## src/rtl/mcs4_pkg.sv

```systemverilog
// Shared MCS-4 bus types: instruction-cycle phase encoding, nibble/byte/address types.
package mcs4;

    typedef enum logic [2:0] {
        A1 = 3'd0,
        A2 = 3'd1,
        A3 = 3'd2,
        M1 = 3'd3,
        M2 = 3'd4,
        X1 = 3'd5,
        X2 = 3'd6,
        X3 = 3'd7
    } instr_cyc_t;

    typedef logic [3:0]  char_t;
    typedef logic [7:0]  byte_t;
    typedef logic [11:0] rom_addr_t;

    localparam int Cyc_len = 8;

    // X3 wraps to A1 through the natural 3-bit overflow of the encoding.
    function automatic instr_cyc_t next_cyc(input instr_cyc_t c);
        return instr_cyc_t'(c + 3'd1);
    endfunction

endpackage

```

## src/rtl/i4004_fetch_if.sv

```systemverilog
// Fetch handshake and MCS-4 bus bundle for i4004_fetch; X2 transfer ports exist
// only when I4004_FETCH_X2_EN is defined.
interface i4004_fetch_if;
    import mcs4::*;

    // Handshake: the core raises fetch_req with fetch_addr stable and holds both
    // until fetch_ack pulses (always in X3). instr_valid is a one-cycle pulse in X1
    // with no backpressure; instr holds its value until the next pulse.
    logic       fetch_req;
    rom_addr_t  fetch_addr;
    logic       fetch_ack;
    logic       instr_valid;
    byte_t      instr;

    instr_cyc_t icyc;
    logic       sync;
    logic       cm_rom;
    char_t      dbus_in;
    char_t      dbus_out;

`ifdef I4004_FETCH_X2_EN
    logic       x2_drive;
    char_t      x2_data;
    char_t      x2_rdata;

    modport master (
        input  fetch_req, fetch_addr, dbus_in, x2_drive, x2_data,
        output fetch_ack, instr_valid, instr, icyc, sync, cm_rom, dbus_out, x2_rdata
    );
    modport slave (
        output fetch_req, fetch_addr, dbus_in, x2_drive, x2_data,
        input  fetch_ack, instr_valid, instr, icyc, sync, cm_rom, dbus_out, x2_rdata
    );
`else
    modport master (
        input  fetch_req, fetch_addr, dbus_in,
        output fetch_ack, instr_valid, instr, icyc, sync, cm_rom, dbus_out
    );
    modport slave (
        output fetch_req, fetch_addr, dbus_in,
        input  fetch_ack, instr_valid, instr, icyc, sync, cm_rom, dbus_out
    );
`endif

endinterface

```

## src/rtl/mcs4_cyc_gen.sv

```systemverilog
// MCS-4 instruction-cycle phase counter; resets to X2 so the first A1 lands two
// cycles after reset release, with sync decoded in X3.
module mcs4_cyc_gen
    import mcs4::*;
(
    input  logic       clk,
    input  logic       rst,
    output instr_cyc_t icyc,
    output logic       sync
);

    always_ff @(posedge clk) begin
        if (rst) icyc <= X2;
        else     icyc <= next_cyc(icyc);
    end

    assign sync = (icyc == X3);

endmodule

```

## src/rtl/i4004_fetch.sv

```systemverilog
// CPU-side MCS-4 ROM fetch initiator: sends a 12-bit address in A1-A3, reads the
// instruction in M1/M2. Optional X2 data transfer enabled by I4004_FETCH_X2_EN.
module i4004_fetch
    import mcs4::*;
(
    input logic         clk,
    input logic         rst,
    i4004_fetch_if.master bus
);

    instr_cyc_t icyc;
    logic       sync;

    logic       ack_q;
    logic       active;
    rom_addr_t  addr_q;
    char_t      opr_q;
    byte_t      instr_q;
    char_t      dbus_q;
    logic       cm_rom_q;

    mcs4_cyc_gen u_cyc_gen (
        .clk  (clk),
        .rst  (rst),
        .icyc (icyc),
        .sync (sync)
    );

    // fetch_req is sampled at the end of X2 so the X3 ack is a registered output.
    always_ff @(posedge clk) begin
        if (rst) begin
            ack_q   <= 1'b0;
            active  <= 1'b0;
            addr_q  <= '0;
            opr_q   <= '0;
            instr_q <= '0;
        end else begin
            ack_q <= (icyc == X2) && bus.fetch_req;
            if (icyc == X3) begin
                active <= ack_q;
                if (ack_q) addr_q <= bus.fetch_addr;
            end
            if (active && icyc == M1) opr_q   <= bus.dbus_in;
            if (active && icyc == M2) instr_q <= {opr_q, bus.dbus_in};
        end
    end

    // Bus drive is computed one phase ahead so dbus_out/cm_rom come straight from flops.
    always_ff @(posedge clk) begin
        if (rst) begin
            dbus_q   <= '0;
            cm_rom_q <= 1'b0;
        end else begin
            dbus_q   <= '0;
            cm_rom_q <= 1'b0;
            case (icyc)
                X3: if (ack_q)  dbus_q <= bus.fetch_addr[3:0];
                A1: if (active) dbus_q <= addr_q[7:4];
                A2: if (active) begin
                    dbus_q   <= addr_q[11:8];
                    cm_rom_q <= 1'b1;
                end
`ifdef I4004_FETCH_X2_EN
                X1: if (bus.x2_drive) dbus_q <= bus.x2_data;
`endif
                default: ;
            endcase
        end
    end

`ifdef I4004_FETCH_X2_EN
    char_t x2_rdata_q;

    always_ff @(posedge clk) begin
        if (rst)              x2_rdata_q <= '0;
        else if (icyc == X2)  x2_rdata_q <= bus.dbus_in;
    end

    assign bus.x2_rdata = x2_rdata_q;
`endif

    assign bus.icyc        = icyc;
    assign bus.sync        = sync;
    assign bus.fetch_ack   = ack_q;
    assign bus.instr_valid = active && (icyc == X1);
    assign bus.instr       = instr_q;
    assign bus.dbus_out    = dbus_q;
    assign bus.cm_rom      = cm_rom_q;

endmodule
```

## src/flat_wrapper.sv

```systemverilog
// flat-port wrapper written by rule: the top's interface ports become plain ports
module i4004_fetch_flat import mcs4::*;
  (clk, rst, bus_fetch_req, bus_fetch_addr, bus_dbus_in, bus_fetch_ack, bus_instr_valid, bus_instr, bus_icyc, bus_sync, bus_cm_rom, bus_dbus_out);
  i4004_fetch_if bus_i ();
  input logic clk;
  input logic rst;
  input wire logic [$bits(bus_i.fetch_req)-1:0] bus_fetch_req;
  input wire logic [$bits(bus_i.fetch_addr)-1:0] bus_fetch_addr;
  input wire logic [$bits(bus_i.dbus_in)-1:0] bus_dbus_in;
  output wire logic [$bits(bus_i.fetch_ack)-1:0] bus_fetch_ack;
  output wire logic [$bits(bus_i.instr_valid)-1:0] bus_instr_valid;
  output wire logic [$bits(bus_i.instr)-1:0] bus_instr;
  output wire logic [$bits(bus_i.icyc)-1:0] bus_icyc;
  output wire logic [$bits(bus_i.sync)-1:0] bus_sync;
  output wire logic [$bits(bus_i.cm_rom)-1:0] bus_cm_rom;
  output wire logic [$bits(bus_i.dbus_out)-1:0] bus_dbus_out;
  assign bus_i.fetch_req = bus_fetch_req;
  assign bus_i.fetch_addr = bus_fetch_addr;
  assign bus_i.dbus_in = bus_dbus_in;
  assign bus_fetch_ack = bus_i.fetch_ack;
  assign bus_instr_valid = bus_i.instr_valid;
  assign bus_instr = bus_i.instr;
  assign bus_icyc = bus_i.icyc;
  assign bus_sync = bus_i.sync;
  assign bus_cm_rom = bus_i.cm_rom;
  assign bus_dbus_out = bus_i.dbus_out;
  i4004_fetch u_core (.clk(clk), .rst(rst), .bus(bus_i));
endmodule
```

## config.mk

```make
export PLATFORM = sky130hd
export DESIGN_NAME = i4004_fetch_flat
export DESIGN_NICKNAME = d
export VERILOG_FILES = /design/src/rtl/mcs4_pkg.sv /design/src/rtl/i4004_fetch_if.sv /design/src/rtl/mcs4_cyc_gen.sv /design/src/rtl/i4004_fetch.sv /design/src/flat_wrapper.sv
export SDC_FILE = /design/constraint.sdc
export NUM_CORES = 1
export LEC_CHECK = 0
export ABC_AREA = 1
export CAP_MARGIN = 25
export CELL_PAD_IN_SITES_DETAIL_PLACEMENT = 0
export CELL_PAD_IN_SITES_GLOBAL_PLACEMENT = 1
export CORE_AREA = 10 10 71 73
export CTS_CLUSTER_SIZE = 16
export DETAILED_ROUTE_END_ITERATION = 8
export DIE_AREA = 0 0 81 83
export PLACE_DENSITY = 0.9
export SYNTH_ARGS = -nofsm -noshare
export SYNTH_HDL_FRONTEND = slang
export SYNTH_SLANG_ARGS = --single-unit
```

## constraint.sdc

```tcl
create_clock -name clk -period 2.1 [get_ports clk]
set_input_delay 0.63 -clock clk [delete_from_list [all_inputs] [get_ports clk]]
set_output_delay 0.63 -clock clk [all_outputs]
set_load 0.02 [all_outputs]
```

==> flow_metrics.tcl, run 1 <==
set metrics [dict create \
    syn_inst 157 \
    floorplan.initialDensity 0.339 \
    final_cell_area_um2 1770 \
    yosysTopAreaCellShare 0.487 \
    p_comb_frac 0.117 \
    average_footprint_of_a_synthesized_cell_um2 7.85 \
    power.share.switching 0.250 \
    max-clock-path-buffers 2 \
    run_status "finished clean" \
    syn2layout_area_growth_pct 43.7 \
    fp.dieH_um 83 \
    post_layout_nonfiller_instances 253 \
    crit_path_start_kind "register" \
    mappedNetlistNets 183 \
    chipWidth_um 81 \
    post_route_cells_drive_above_1_share 0.117 \
    cts-htree-levels 2 \
    first_iter_violations 44 \
    final.setup_skew_ns 0.00801 \
    cts_hold_repair.buffers 0 \
    dpl_cell_area_um2 1690 \
    grt_start_max_net_pins 14 \
    postRouteWirelength_um 3000 \
    worst_pin_slew_ns 0.333 \
    synth_area_um2 1230 \
    synth_area_leaders "dfxtp_1 49%, nand2_1 9.7%, nor2_1 8.8%" \
    cp_data_required_time_ns 1.47 \
    cts_tree "done" \
    dieArea_um2 6720 \
    layout_min_cycle_time_ns 2.02 \
    power.density_cell_area_nw_per_um2 691 \
    ys_seq_elements 30 \
    largest_voltage_drop_on_the_vdd_net_uv 509 \
    grt_antenna_before_repair 0 \
    yosys_warning_total 0 \
    post-synth-top-area-cell "dfxtp_1" \
    max_slew_margin 0.778 \
    cp_data_arrival_time_ns 1.39 \
    finalSetupTns_ns 0 \
    synth.lib_cells_used.distinct 20 \
    rsz0062_at_grt "no" \
    power_switching_uw 306 \
    core_um2 3630 \
    power.clock.fraction 0.396 \
    rows 22 \
    hold_path_class "register to register" \
    dp_hpwl_um 2240 \
    global_route.usage.total 0.0924 \
    end_kind "output port" \
    first_global_vias 1096 \
    post_cts_buffers 0 \
    via_count 1098 \
    nets 230 \
    first_pass_grt_wire_length_um 4950 \
    critical_path_class "register to output port" \
    grt_overflow 0 \
    maxCapViolations 0 \
    cts.clk_slew.worst_paths_ns 0.07 \
    routedWlPerCell_um 11.9 \
    clkLatencyLatePin_ns 0.29 \
    finalWeightedCongestion 0.772 \
    cts-buffers-inserted 5 \
    dp.cells 245 \
    antenna_violating_nets_left 0 \
    drcViolationCount 0 \
    cp_max_fo 3 \
    share_seq_of_total_power 0.487 \
    layout_worst_path_cycle_share 0.962 \
    number_of_failing_hold_endpoints_at_the_final_stage 0 \
    clock-sinks 30 \
    port_buffers 37 \
    setup-violations-final 0 \
    detailedRoute.firstPassIterationCount 4 \
    sequential_cell_area_fraction_in_the_yosys_report 0.487 \
    avgViaCountPerCell 4.34 \
    n_fill_cell 396 \
    antenna-diode-count 0 \
    internal_power_component_uw 917 \
    totalPowerFinal_mw 1.22 \
    io-pin-count 38 \
    fmaxAchievable_mhz 495 \
    root_buffer "clkbuf_8" \
    timing.final.max_slew_violations 0 \
    total_leakage_power_nw 0.772 \
]
## registers in the layout, indices dropped and copies added (netlist names)
signal                 count
u_core.addr_q              8
u_core.bus.instr           8
u_core.bus.dbus_out        4
u_core.opr_q               4
u_core.u_cyc_gen.icyc      3
u_core.active              1
u_core.bus.cm_rom          1
u_core.bus.fetch_ack       1
## critical path, stage by stage, from the launching register on
cell	delay [ns]
dfxtp_1	0.36
buf_4	0.14
clkdlybuf4s50_1	0.60
## cell type report
class	instances	area, µm²	area share
Multi-Input combinational cell	107	542	0.306
Clock buffer	6	82.6	0.0466
Clock inverter	2	12.5	0.00707
Sequential cell	30	601	0.339
Tap cell	48	60.1	0.0339
Timing Repair Buffer	43	404	0.228
Inverter	17	68.8	0.0389
## cells in the mapped netlist, drive strengths merged
| cell | number |
|---|---|
| nand3 | 9 |
| a21oi | 10 |
| buf | 2 |
| dfxtp | 30 |
| nand4 | 4 |
| or2 | 1 |
| clkinv | 1 |
| clkbuf | 1 |
| ha | 7 |
| nand2 | 34 |
| nor3 | 1 |
| o21ai | 12 |
| inv | 16 |
| nor2 | 29 |
## through the flow
| stage | setup WS (ns) | hold slack, ns | utilization |
|---|---|---|---|
| 3_5_place_dp | 0.0719 | 0.456 | 0.464 |
| 2_1_floorplan | 0.365 | 0.440 | - |
| 4_1_cts | 0.0229 | 0.467 | 0.489 |
| 3_3_place_gp | 0.124 | 0.458 | 0.464 |
| 5_1_grt | 0.0210 | 0.494 | 0.487 |
| 6_report | 0.0803 | 0.460 | 0.487 |
## power groups by stage
stage | Clock [mW] | Sequential, mW | Combinational (mW)
floorplan | 0 | 0.618 | 0.0571
global placement | 0 | 0.607 | 0.149
detailed placement | 0 | 0.608 | 0.148
CTS | 0.501 | 0.594 | 0.146
global route | 0.522 | 0.597 | 0.159
finish | 0.484 | 0.595 | 0.143
## worst paths after layout
kind	slack, ns	start	cells past startpoint	to
worst max-delay path	0.08	u_core.u_cyc_gen.icyc[0]$_SDFF_PP0_	2	bus_icyc[0]
worst min-delay path	0.46	u_core.opr_q[3]$_SDFFE_PP0P_	2	u_core.bus.instr[7]$_SDFFE_PP0P_
worst max register to register	0.64	u_core.u_cyc_gen.icyc[1]$_SDFF_PP1_	8	u_core.bus.dbus_out[1]$_SDFF_PP0_
worst min register to register	0.46	u_core.opr_q[3]$_SDFFE_PP0P_	2	u_core.bus.instr[7]$_SDFFE_PP0P_
## cells in the final DEF (no fill, tap or decap)
master           netlist  routed
clkinvlp_4             0       1
clkdlybuf4s50_1        0      34
nand3_4                1       1
inv_1                 14      14
nor3_1                 1       1
dfxtp_1               30      30
ha_1                   7       7
nand3_1                8       8
clkinv_2               0       1
or2_2                  1       1
nand2_2                1       1
nand2_1               32      32
inv_2                  2       2
nor2_1                29      29
nand4_1                4       4
clkinv_4               1       1
nand2_4                1       1
o21ai_0               12      12
clkbuf_2               1       2
dlygate4sd2_1          0       1
a21oi_2                1       1
buf_4                  0       6
a21oi_1                9       9
clkbuf_8               0       6
## logic make-up (layout without fill, tap and decap cells)
family                     count (synthesis)  count (layout)  share of synthesized area
DFF                                       30              30                      0.487
AOI/OAI and AO/OA                         22              22                     0.0924
adders and majority gates                  7               7                     0.0711
and+or+nand+nor                           78              78                      0.276
buffers and inverters                     20              68                     0.0731
## metal layers
| metal | vias to the layer above | wire [µm] | track usage | part of all wire |
|---|---|---|---|---|
| met2 | 35 | 1210 | 0.135 | 0.40 |
| li1 | 591 | - | - | - |
| met1 | 466 | 1430 | 0.106 | 0.48 |
| met5 | - | 0 | 0 | 0 |
| met4 | 0 | 78 | 0.0516 | 0.026 |
| met3 | 6 | 287 | 0.0463 | 0.096 |
## timing repair
action,4_1_cts,5_1_grt
setup endpoints to repair,3,2
pin swaps,0,0
resized for setup,3,4
(Power assumes the default switching activity.)
==> run 2, diff against run 1 <==
--- a/config.mk
+++ b/config.mk
@@ -10,6 +10,7 @@
 export CELL_PAD_IN_SITES_DETAIL_PLACEMENT = 0
 export CELL_PAD_IN_SITES_GLOBAL_PLACEMENT = 1
 export CORE_AREA = 10 10 71 73
+export CTS_CLUSTER_DIAMETER = 30
 export CTS_CLUSTER_SIZE = 16
 export DETAILED_ROUTE_END_ITERATION = 8
 export DIE_AREA = 0 0 81 83
==> results of run 2 <==
Same layout as run 1: the final DEF is identical, and so are final timing and power.
